--- config.mk ---
export PLATFORM = sky130hd
export DESIGN_NAME = router_egress_sched
export DESIGN_NICKNAME = d
export VERILOG_FILES = /design/src/rtl/router_egress_sched.sv
export SDC_FILE = /design/constraint.sdc
export NUM_CORES = 1
export LEC_CHECK = 0
export ABC_CLOCK_PERIOD_IN_PS = 9500
export CAP_MARGIN = 10
export CORE_ASPECT_RATIO = 1.5
export CORE_MARGIN = 2
export CORE_UTILIZATION = 50
export CTS_CLUSTER_DIAMETER = 80
export DETAILED_ROUTE_END_ITERATION = 16
export HOLD_SLACK_MARGIN = 0.06
export PLACE_DENSITY_LB_ADDON = 0.08
export SKIP_LAST_GASP = 1
export SLEW_MARGIN = 20
export SYNTH_ARGS = -nofsm -noshare
export SYNTH_HDL_FRONTEND = slang
export SYNTH_SLANG_ARGS = --single-unit
export TNS_END_PERCENT = 10
--- constraint.sdc ---
create_clock -name clk -period 9.5 [get_ports clk]
set_clock_uncertainty 0.1 [all_clocks]
set_input_delay 1.9 -clock clk [delete_from_list [all_inputs] [get_ports clk]]
set_output_delay 1.9 -clock clk [all_outputs]
set_load 0.05 [all_outputs]
--- src/rtl/router_egress_sched.sv ---
// router_egress_sched: round-robin, whole-packet scheduler from three output FIFOs onto one egress port
module router_egress_sched (
    input  logic       clk,
    input  logic       resetn,
    input  logic       vld_out_0,
    input  logic       vld_out_1,
    input  logic       vld_out_2,
    input  logic [7:0] data_out_0,
    input  logic [7:0] data_out_1,
    input  logic [7:0] data_out_2,
    input  logic       soft_reset_0,
    input  logic       soft_reset_1,
    input  logic       soft_reset_2,
    input  logic       egress_ready,
    output logic       read_enb_0,
    output logic       read_enb_1,
    output logic       read_enb_2,
    output logic [7:0] egress_data,
    output logic       egress_valid,
    output logic       egress_sop,
    output logic       egress_eop,
    output logic [1:0] egress_port,
    output logic       pkt_abort,
    output logic       busy
);
    localparam logic [2:0] IDLE  = 3'd0;
    localparam logic [2:0] HDR   = 3'd1;
    localparam logic [2:0] LEN   = 3'd2;
    localparam logic [2:0] BODY  = 3'd3;
    localparam logic [2:0] DRAIN = 3'd4;

    logic [2:0] state_q, state_d;
    logic [1:0] grant_q, grant_d;
    logic [6:0] rem_q, rem_d;
    logic [1:0] cnt_q, cnt_d;
    logic [9:0] buf0_q, buf0_d, buf1_q, buf1_d;
    logic       infl_q, infl_d, infl_sop_q, infl_sop_d, infl_eop_q, infl_eop_d;
    logic       abort_q, abort_d;
    logic [2:0] vld, srst, elig, occ;
    logic [7:0] data_g;
    logic [9:0] push;
    logic [1:0] p1, p2;
    logic       abort, pop, rd;

    always_comb begin
        vld = {vld_out_2, vld_out_1, vld_out_0};
        srst = {soft_reset_2, soft_reset_1, soft_reset_0};
        elig = vld & ~srst;
        data_g = grant_q == 2'd0 ? data_out_0 : grant_q == 2'd1 ? data_out_1 : data_out_2;
        abort = state_q != IDLE && srst[grant_q];
        // a byte on the port during an abort is withdrawn, so it can never be consumed
        egress_valid = resetn && cnt_q != 2'd0 && !abort;
        pop = egress_valid && egress_ready;
        occ = {1'b0, cnt_q} + {2'b0, infl_q} - {2'b0, pop};
        rd = resetn && !abort && occ < 3'd2 &&
             (state_q == HDR || (state_q == BODY && vld[grant_q] && rem_q != 7'd0));
        {read_enb_2, read_enb_1, read_enb_0} = {3{rd}} & (3'b001 << grant_q);
        egress_data = egress_valid ? buf0_q[7:0] : 8'h00;
        egress_sop = egress_valid && buf0_q[8];
        egress_eop = egress_valid && buf0_q[9];
        egress_port = egress_valid ? grant_q : 2'd0;
        pkt_abort = resetn && abort_q;
        busy = resetn && state_q != IDLE;
        p1 = grant_q == 2'd2 ? 2'd0 : grant_q + 2'd1;
        p2 = p1 == 2'd2 ? 2'd0 : p1 + 2'd1;
        push = {infl_eop_q, infl_sop_q, data_g};
        buf0_d = buf0_q;
        buf1_d = buf1_q;
        cnt_d = cnt_q;
        if (pop) begin
            buf0_d = buf1_q;
            cnt_d = cnt_d - 2'd1;
        end
        if (infl_q) begin
            if (cnt_d == 2'd0) buf0_d = push;
            else buf1_d = push;
            cnt_d = cnt_d + 2'd1;
        end
        state_d = state_q;
        grant_d = grant_q;
        rem_d = rem_q;
        if (state_q == IDLE && elig != 3'd0) begin
            grant_d = elig[p1] ? p1 : elig[p2] ? p2 : grant_q;
            state_d = HDR;
        end
        if (state_q == HDR && rd) state_d = LEN;
        if (state_q == LEN) begin
            rem_d = {1'b0, data_g[7:2]} + 7'd1;
            state_d = BODY;
        end
        if (state_q == BODY) begin
            rem_d = rem_q - {6'd0, rd};
            state_d = rem_d == 7'd0 ? DRAIN : BODY;
        end
        if (state_q == DRAIN && cnt_q == 2'd0 && !infl_q) state_d = IDLE;
        if (abort) begin
            state_d = IDLE;
            rem_d = 7'd0;
            cnt_d = 2'd0;
        end
        infl_d = rd;
        infl_sop_d = state_q == HDR;
        infl_eop_d = state_q == BODY && rem_q == 7'd1;
        abort_d = abort;
    end

    always_ff @(posedge clk) begin
        if (!resetn) begin
            state_q <= IDLE;
            grant_q <= 2'd2;
            rem_q <= 7'd0;
            cnt_q <= 2'd0;
            buf0_q <= 10'd0;
            buf1_q <= 10'd0;
            infl_q <= 1'b0;
            infl_sop_q <= 1'b0;
            infl_eop_q <= 1'b0;
            abort_q <= 1'b0;
        end else begin
            state_q <= state_d;
            grant_q <= grant_d;
            rem_q <= rem_d;
            cnt_q <= cnt_d;
            buf0_q <= buf0_d;
            buf1_q <= buf1_d;
            infl_q <= infl_d;
            infl_sop_q <= infl_sop_d;
            infl_eop_q <= infl_eop_d;
            abort_q <= abort_d;
        end
    end
endmodule
==> reports/metrics.csv, run 1 <==
stage,metric,value,unit
clocking,clk_pin_slew_worst_paths,0.07,ns
worst_setup_path,r2r_setup_slack,4.35,ns
clocking,clock_sink_count,38,
detailed_routing,initialDrtViolationCount,109,
clocking,cts_buffers,5,
worst_setup_path,cp-start-kind,primary input,
place,port-buffer-count,50,
clocking,clk_path_buf_depth,2,
detailed_routing,ant_nets,0,
floorplanning,dieArea,5250,sq um
floorplanning,start_util,0.519,
worst_setup_path,rr_worst_depth,20,
global_routing,grt_overflow,0,
detailed_routing,wl,6140,um
global_routing,grt_antenna_before_repair,0,
timing,slew_headroom,0.416,
synth,avgSynthCellArea,7.72,sq um
min_path,min_from,buf1_q[8],
power_and_ir_drop,power,497,uW
timing,worst_pin_slew,0.874,ns
timing,fin_crit_sh,0.840,
clocking,htree_levels,2,
synth,syn_inst,303,
worst_setup_path,slowest_stage,clkdlybuf4s50_1,
synth,synth_area_leaders,"dfxtp_1, nand2_1, mux2i_1",
final_layout,most-common-layout-cells,"nand2_1, clkdlybuf4s50_1, dfxtp_1",
global_routing,track_usage,0.253,
timing,slew_viol_final,0,
synth,synth_edf_count,0,
floorplanning,fp.dieW,59.8,um
worst_setup_path,worst_path_largest_cell_delay,0.85,ns
synth,ys.flop_type,dfxtp_1,
floorplanning,rows,30,
worst_setup_path,timing.rr.start,grant_q[0],
place,dp_hpwl,4490,um
min_path,min_path_cells,2,
final_layout,finish.net_count,385,
job,cap_violations,0,
synth,yosysWarnings,0,
clocking,post_cts_resized,0,
detailed_routing,vias,2316,
timing,setup_tns,0,ns
floorplanning,num_io_pins,51,
min_path,min_path_type,flip-flop to flip-flop,
timing,final.min_clock_period,7.98,ns
synth,ys_types,54,
synth,async_reset_ff_frac,0,
clocking,hold_buffers,0,
clocking,clock_latency,0.30,ns
worst_setup_path,path_cells,"clkdlybuf4s50_1, mux2i_1, o21a_1, o2111ai_2, buf_4, inv_2, ha_1, nand2b_1, fa_1, xnor2_1, nand2_1, nor3_1, a31oi_1, nor3b_1, clkdlybuf4s50_1",
worst_setup_path,worst-path-buf-inv,4,
worst_setup_path,cp_top_family,buffers and inverters,
clocking,cts_tree,yes,
min_path,whs_endpoint,buf1_q[8],
floorplanning,core_area,4500,sq um
timing,setup_viol,0,
worst_setup_path,rr_endpoint,state_q[2],
worst_setup_path,critical_path.most_common_cell,clkdlybuf4s50_1,
final_layout,num_antenna_cells,0,
power_and_ir_drop,worst_ir_drop_vdd,90.9,uV
power_and_ir_drop,p_leak,0.00107,uW
detailed_routing,drc_errors,0,
detailed_routing,post_drt_via_cell_ratio,5.88,
final_layout,area.growth.synth_to_final,24.7,%
run_status,status,"complete, no violations",
synth,synth_top_area_share,0.325,
floorplanning,die_h,87.8,um
worst_setup_path,cp_max_fo,14,
worst_setup_path,endpoint_kind,output port,
final_layout,final_common_cell,nand2_1,
detailed_routing,dr.pass1.iters,4,
detailed_routing,detail_route.wl_per_cell,15.6,um
synth,synth_fp_nets,343,
worst_setup_path,cp.required,7.50,ns
global_routing,grt_pass1_wl,10200,um
synth,ys_ff_latch,38,
place,gp_congestion,0.894,
final_layout,drive_above_1_share,0.0723,
synth,yosysSeqAreaShare,0.325,
timing,fmax,125,MHz
power_and_ir_drop,p_per_area,170,nW/um^2
worst_setup_path,crit_type,primary input to output port,
global_routing,first_global_vias,2226,
timing,hold_viol_final,0,
synth,syn_area,2340,sq um
timing,rsz0062_at_grt,false,
global_routing,grt_max_degree,26,
clocking,clock-root-buffer,clkbuf_8,
worst_setup_path,arrival,5.98,ns
clocking,post-cts-setup-buffers,0,
synth,synth_top_area_cell,dfxtp_1,
power by group:
group          leakage [uW]  switching, uW  internal, uW  total [uW]
Sequential         0.000308           20.7           175         195
Clock             0.0000472           60.6          58.4         119
Combinational      0.000719            107          74.9         182
Total               0.00107            189           308         497
registers in the layout, summed over array words and instances, names as in the netlist:
| register | count |
|---|---|
| buf1_q | 10 |
| state_q | 3 |
| abort_q | 1 |
| infl_q | 1 |
| infl_sop_q | 1 |
| infl_eop_q | 1 |
| buf0_q | 10 |
| grant_q | 2 |
| rem_q | 7 |
| cnt_q | 2 |
routing by layer:
layer / track usage / vias up / share of wire
met4: 0.0990 / 0 / 0.024
met3: 0.0369 / 14 / 0.043
li1: - / 1158 / -
met5: 0 / - / 0
met1: 0.285 / 1062 / 0.41
met2: 0.461 / 82 / 0.53
cell families (layout without fill, tap and decap cells):
kind of cell	Yosys count	count (layout)	share of synthesized area
DFF	38	38	0.325
xor gates and xnor gates	7	7	0.0321
buffers and inverters	32	75	0.0658
AOI/OAI and AO/OA	75	75	0.202
and+or+nand+nor	132	132	0.283
muxes	12	12	0.0514
adders and majority gates	7	7	0.0407
through the flow:
stage / instances / cell area [sq um] / hold WS (ns) / setup WS, ns / utilization
3_5_place_dp: 386 / 2820 / 0.348 / 1.57 / 0.626
6_report: 394 / 2920 / 0.358 / 1.52 / 0.647
3_3_place_gp: 386 / 2820 / 0.337 / 1.72 / 0.626
4_1_cts: 394 / 2920 / 0.359 / 1.56 / 0.647
5_1_grt: 394 / 2920 / 0.374 / 1.35 / 0.647
2_1_floorplan: 303 / 2340 / 0.329 / 2.33 / -
worst register-to-register path, delay by kind of cell, from the launching register on:
family,cells,cell delay [ns]
simple gates,7,1.20
fa+ha+maj,4,1.14
compound gates,4,0.98
flops,1,0.90
buf+inv,3,0.49
xor+xnor,2,0.30
how the worst max path moves through the flow:
stage | from | endpoint | slack, ns | cells after the start
floorplan | soft_reset_2 | read_enb_1 | 2.33 | 13
global placement | soft_reset_2 | read_enb_2 | 1.72 | 15
detailed placement | soft_reset_2 | read_enb_2 | 1.57 | 15
CTS | soft_reset_2 | read_enb_2 | 1.56 | 15
global route | soft_reset_2 | read_enb_2 | 1.35 | 15
finish | soft_reset_2 | read_enb_2 | 1.52 | 15
final cells by class:
cell class | count | area (sq um)
Clock buffer | 6 | 82.6
Clock inverter | 2 | 12.5
Fill cell | 414 | 1590
Inverter | 14 | 52.6
Multi-Input combinational cell | 233 | 1420
Sequential cell | 38 | 761
Tap cell | 48 | 60.1
Timing Repair Buffer | 53 | 523
Yosys cell counts, drive strengths merged, types with 7 or more instances:
master / instances
mux2i: 12
inv: 14
buf: 9
a31oi: 15
and3: 12
nor2: 16
nand2: 60
a21oi: 20
o21ai: 26
dfxtp: 38
nand2b: 7
clkbuf: 9
Note: power is estimated with default switching activity, not from simulation.
==> run 2: changes to the inputs <==
--- a/config.mk
+++ b/config.mk
@@ -5,11 +5,11 @@
 export SDC_FILE = /design/constraint.sdc
 export NUM_CORES = 1
 export LEC_CHECK = 0
-export ABC_CLOCK_PERIOD_IN_PS = 9500
+export ABC_CLOCK_PERIOD_IN_PS = 6700
 export CAP_MARGIN = 10
 export CORE_ASPECT_RATIO = 1.5
 export CORE_MARGIN = 2
-export CORE_UTILIZATION = 50
+export CORE_UTILIZATION = 46
 export CTS_CLUSTER_DIAMETER = 80
 export DETAILED_ROUTE_END_ITERATION = 16
 export HOLD_SLACK_MARGIN = 0.06
==> constraint.sdc (replaced) <==
create_clock -name clk -period 6.7 [get_ports clk]
set_clock_uncertainty 0.1 [all_clocks]
set_input_delay 1.34 -clock clk [delete_from_list [all_inputs] [get_ports clk]]
set_output_delay 1.34 -clock clk [all_outputs]
set_load 0.05 [all_outputs]
==> run 2 against run 1 <==
Compared with the run above:
- critical path depth shrank 1
- cell count is 4.8% higher
- power up 59%
- flip-flop and latch count did not move
- first-iteration DRC count is 9.2% higher
- non-clock buffer count increased by 1
- critical path type unchanged
- critical endpoint unchanged
==> reports/metrics.csv, run 2 (synthesized netlist as in run 1, its figures left out) <==
stage,metric,value,unit
clocking,post_cts_resized,0,
clocking,hold_buffers,0,
worst_setup_path,r2r_setup_slack,1.72,ns
power_and_ir_drop,p_per_area,261,nW/um^2
timing,fin_crit_sh,0.923,
final_layout,area.growth.synth_to_final,29.3,%
floorplanning,fp.dieW,62.2,um
final_layout,final_common_cell,nand2_1,
global_routing,track_usage,0.244,
clocking,htree_levels,2,
worst_setup_path,crit_type,primary input to output port,
worst_setup_path,cp-start-kind,primary input,
floorplanning,num_io_pins,51,
floorplanning,die_h,91.3,um
timing,final.min_clock_period,6.19,ns
place,port-buffer-count,50,
final_layout,drive_above_1_share,0.0836,
timing,rsz0062_at_grt,false,
worst_setup_path,crit_start,soft_reset_2,
place,place_area,2880,sq um
floorplanning,dieArea,5680,sq um
worst_setup_path,cp.required,5.26,ns
worst_setup_path,endpoint,read_enb_2,
global_routing,first_global_vias,2322,
detailed_routing,drc_errors,0,
power_and_ir_drop,worst_ir_drop_vdd,155,uV
worst_setup_path,rr_worst_depth,17,
place,dp_hpwl,4770,um
clocking,clk_pin_slew_worst_paths,0.08,ns
detailed_routing,ant_nets,0,
detailed_routing,dr.pass1.iters,4,
final_layout,fin_area,3020,sq um
clocking,post-cts-setup-buffers,0,
global_routing,grt_antenna_before_repair,0,
timing,hold_viol_final,0,
worst_setup_path,arrival,4.75,ns
detailed_routing,vias,2342,
timing,slew_viol_final,0,
worst_setup_path,endpoint_kind,output port,
worst_setup_path,rr_endpoint,state_q[2],
final_layout,num_antenna_cells,0,
power_and_ir_drop,clock_power_share,0.313,
clocking,cts_tree,yes,
min_path,min_path_type,flip-flop to flip-flop,
power_and_ir_drop,p_int,516,uW
global_routing,grt_overflow,0,
power_and_ir_drop,net-switching-power,275,uW
worst_setup_path,cp_max_fo,14,
power_and_ir_drop,p_leak,0.00112,uW
detailed_routing,initialDrtViolationCount,119,
timing,fmax,162,MHz
power_and_ir_drop,combPwrFrac,0.334,
clocking,clock-root-buffer,clkbuf_8,
floorplanning,start_util,0.482,
power_and_ir_drop,power_frac_seq,0.353,
detailed_routing,wl,6540,um
floorplanning,core_area,4850,sq um
timing,setup_tns,0,ns
detailed_routing,detail_route.wl_per_cell,15.8,um
clocking,clock_sink_count,38,
final_layout,finish.net_count,386,
global_routing,grt_max_degree,21,
job,cap_violations,0,
clocking,clk_path_buf_depth,2,
clocking,cts_buffers,5,
global_routing,grt_pass1_wl,11100,um
clocking,clock_latency,0.29,ns
detailed_routing,post_drt_via_cell_ratio,5.67,
timing,slew_headroom,0.447,
final_layout,most-common-layout-cells,"nand2_1, clkdlybuf4s50_1, dfxtp_1",
timing,worst_pin_slew,0.821,ns
floorplanning,rows,31,
final_layout,top_regs,"buf0_q: 10 flops, buf1_q: 10 flops, rem_q: 7 flops",
worst_setup_path,timing.rr.start,grant_q[1],
power_and_ir_drop,p_sw_frac,0.348,
timing,setup_viol,0,
place,gp_congestion,0.946,
run_status,status,"complete, no violations",
## run 2: cell count changes in the layout (fill, tap and decap cells not counted)
cell,previous run,this run
buf_12,0,3
clkdlybuf4s50_1,50,47
buf_4,3,4
bufinv_16,0,2
clkinvlp_4,1,0
clkinv_2,1,0
## run 2: metrics by stage
| stage | setup slack (ns) | hold WS [ns] | power, uW | std cells | utilization |
|---|---|---|---|---|---|
| 6_report | 0.514 | 0.359 | 790 | 413 | 0.623 |
| 3_3_place_gp | 0.642 | 0.336 | 539 | 405 | 0.594 |
| 2_1_floorplan | 0.650 | 0.329 | 467 | 303 | - |
| 4_1_cts | 0.517 | 0.360 | 789 | 413 | 0.623 |
| 5_1_grt | 0.290 | 0.374 | 828 | 413 | 0.623 |
| 3_5_place_dp | 0.546 | 0.347 | 544 | 405 | 0.594 |
## run 2: final cells by class
| class | instances | area [sq um] |
|---|---|---|
| inverters | 14 | 52.6 |
| repair buffers | 54 | 561 |
| clock buffers | 6 | 82.6 |
| flip-flops and latches | 38 | 761 |
| well taps | 66 | 82.6 |
| fillers | 446 | 1830 |
| multi-input cells | 233 | 1420 |
| clock inverters | 2 | 60.1 |
## run 2: power by group through the flow
stage	clock network (uW)	logic, uW	registers, uW
finish	248	264	279
detailed placement	0	261	283
floorplan	0	203	264
CTS	248	263	278
global route	255	291	283
global placement	0	256	283
## run 2: per-layer routing
| metal | global-route usage | up-vias | wire, um |
|---|---|---|---|
| met5 | 0 | - | 0 |
| met4 | 0.122 | 0 | 223 |
| met3 | 0.0434 | 19 | 283 |
| met2 | 0.449 | 74 | 3420 |
| met1 | 0.265 | 1098 | 2610 |
| li1 | - | 1151 | - |
## run 2: worst min-delay path by stage
stage / startpoint / end / slack [ns] / cells past startpoint
finish: buf0_q[5] / buf0_q[5] / 0.36 / 2
global route: buf1_q[1] / buf1_q[1] / 0.37 / 2
CTS: buf1_q[1] / buf1_q[1] / 0.36 / 2
detailed placement: infl_sop_q / buf1_q[8] / 0.35 / 2
global placement: infl_sop_q / buf1_q[8] / 0.34 / 2
floorplan: infl_sop_q / buf1_q[8] / 0.33 / 2
## run 2: critical path, cell delays in order
cell	delay, ns
clkdlybuf4s50_1	0.44
mux2i_1	0.24
o21a_1	0.22
o2111ai_2	0.14
inv_2	0.26
ha_1	0.28
nand2b_1	0.16
fa_1	0.38
xnor2_1	0.17
nand2_1	0.10
nor3_1	0.19
a31oi_1	0.21
nor3b_1	0.41
buf_12	0.19
==> run 3: changes to the inputs <==
--- a/config.mk
+++ b/config.mk
@@ -19,4 +19,4 @@
 export SYNTH_ARGS = -nofsm -noshare
 export SYNTH_HDL_FRONTEND = slang
 export SYNTH_SLANG_ARGS = --single-unit
-export TNS_END_PERCENT = 10
+export TNS_END_PERCENT = 50
==> results of run 3 <==
The final DEF is identical to that of run 2; final timing and power are the same.
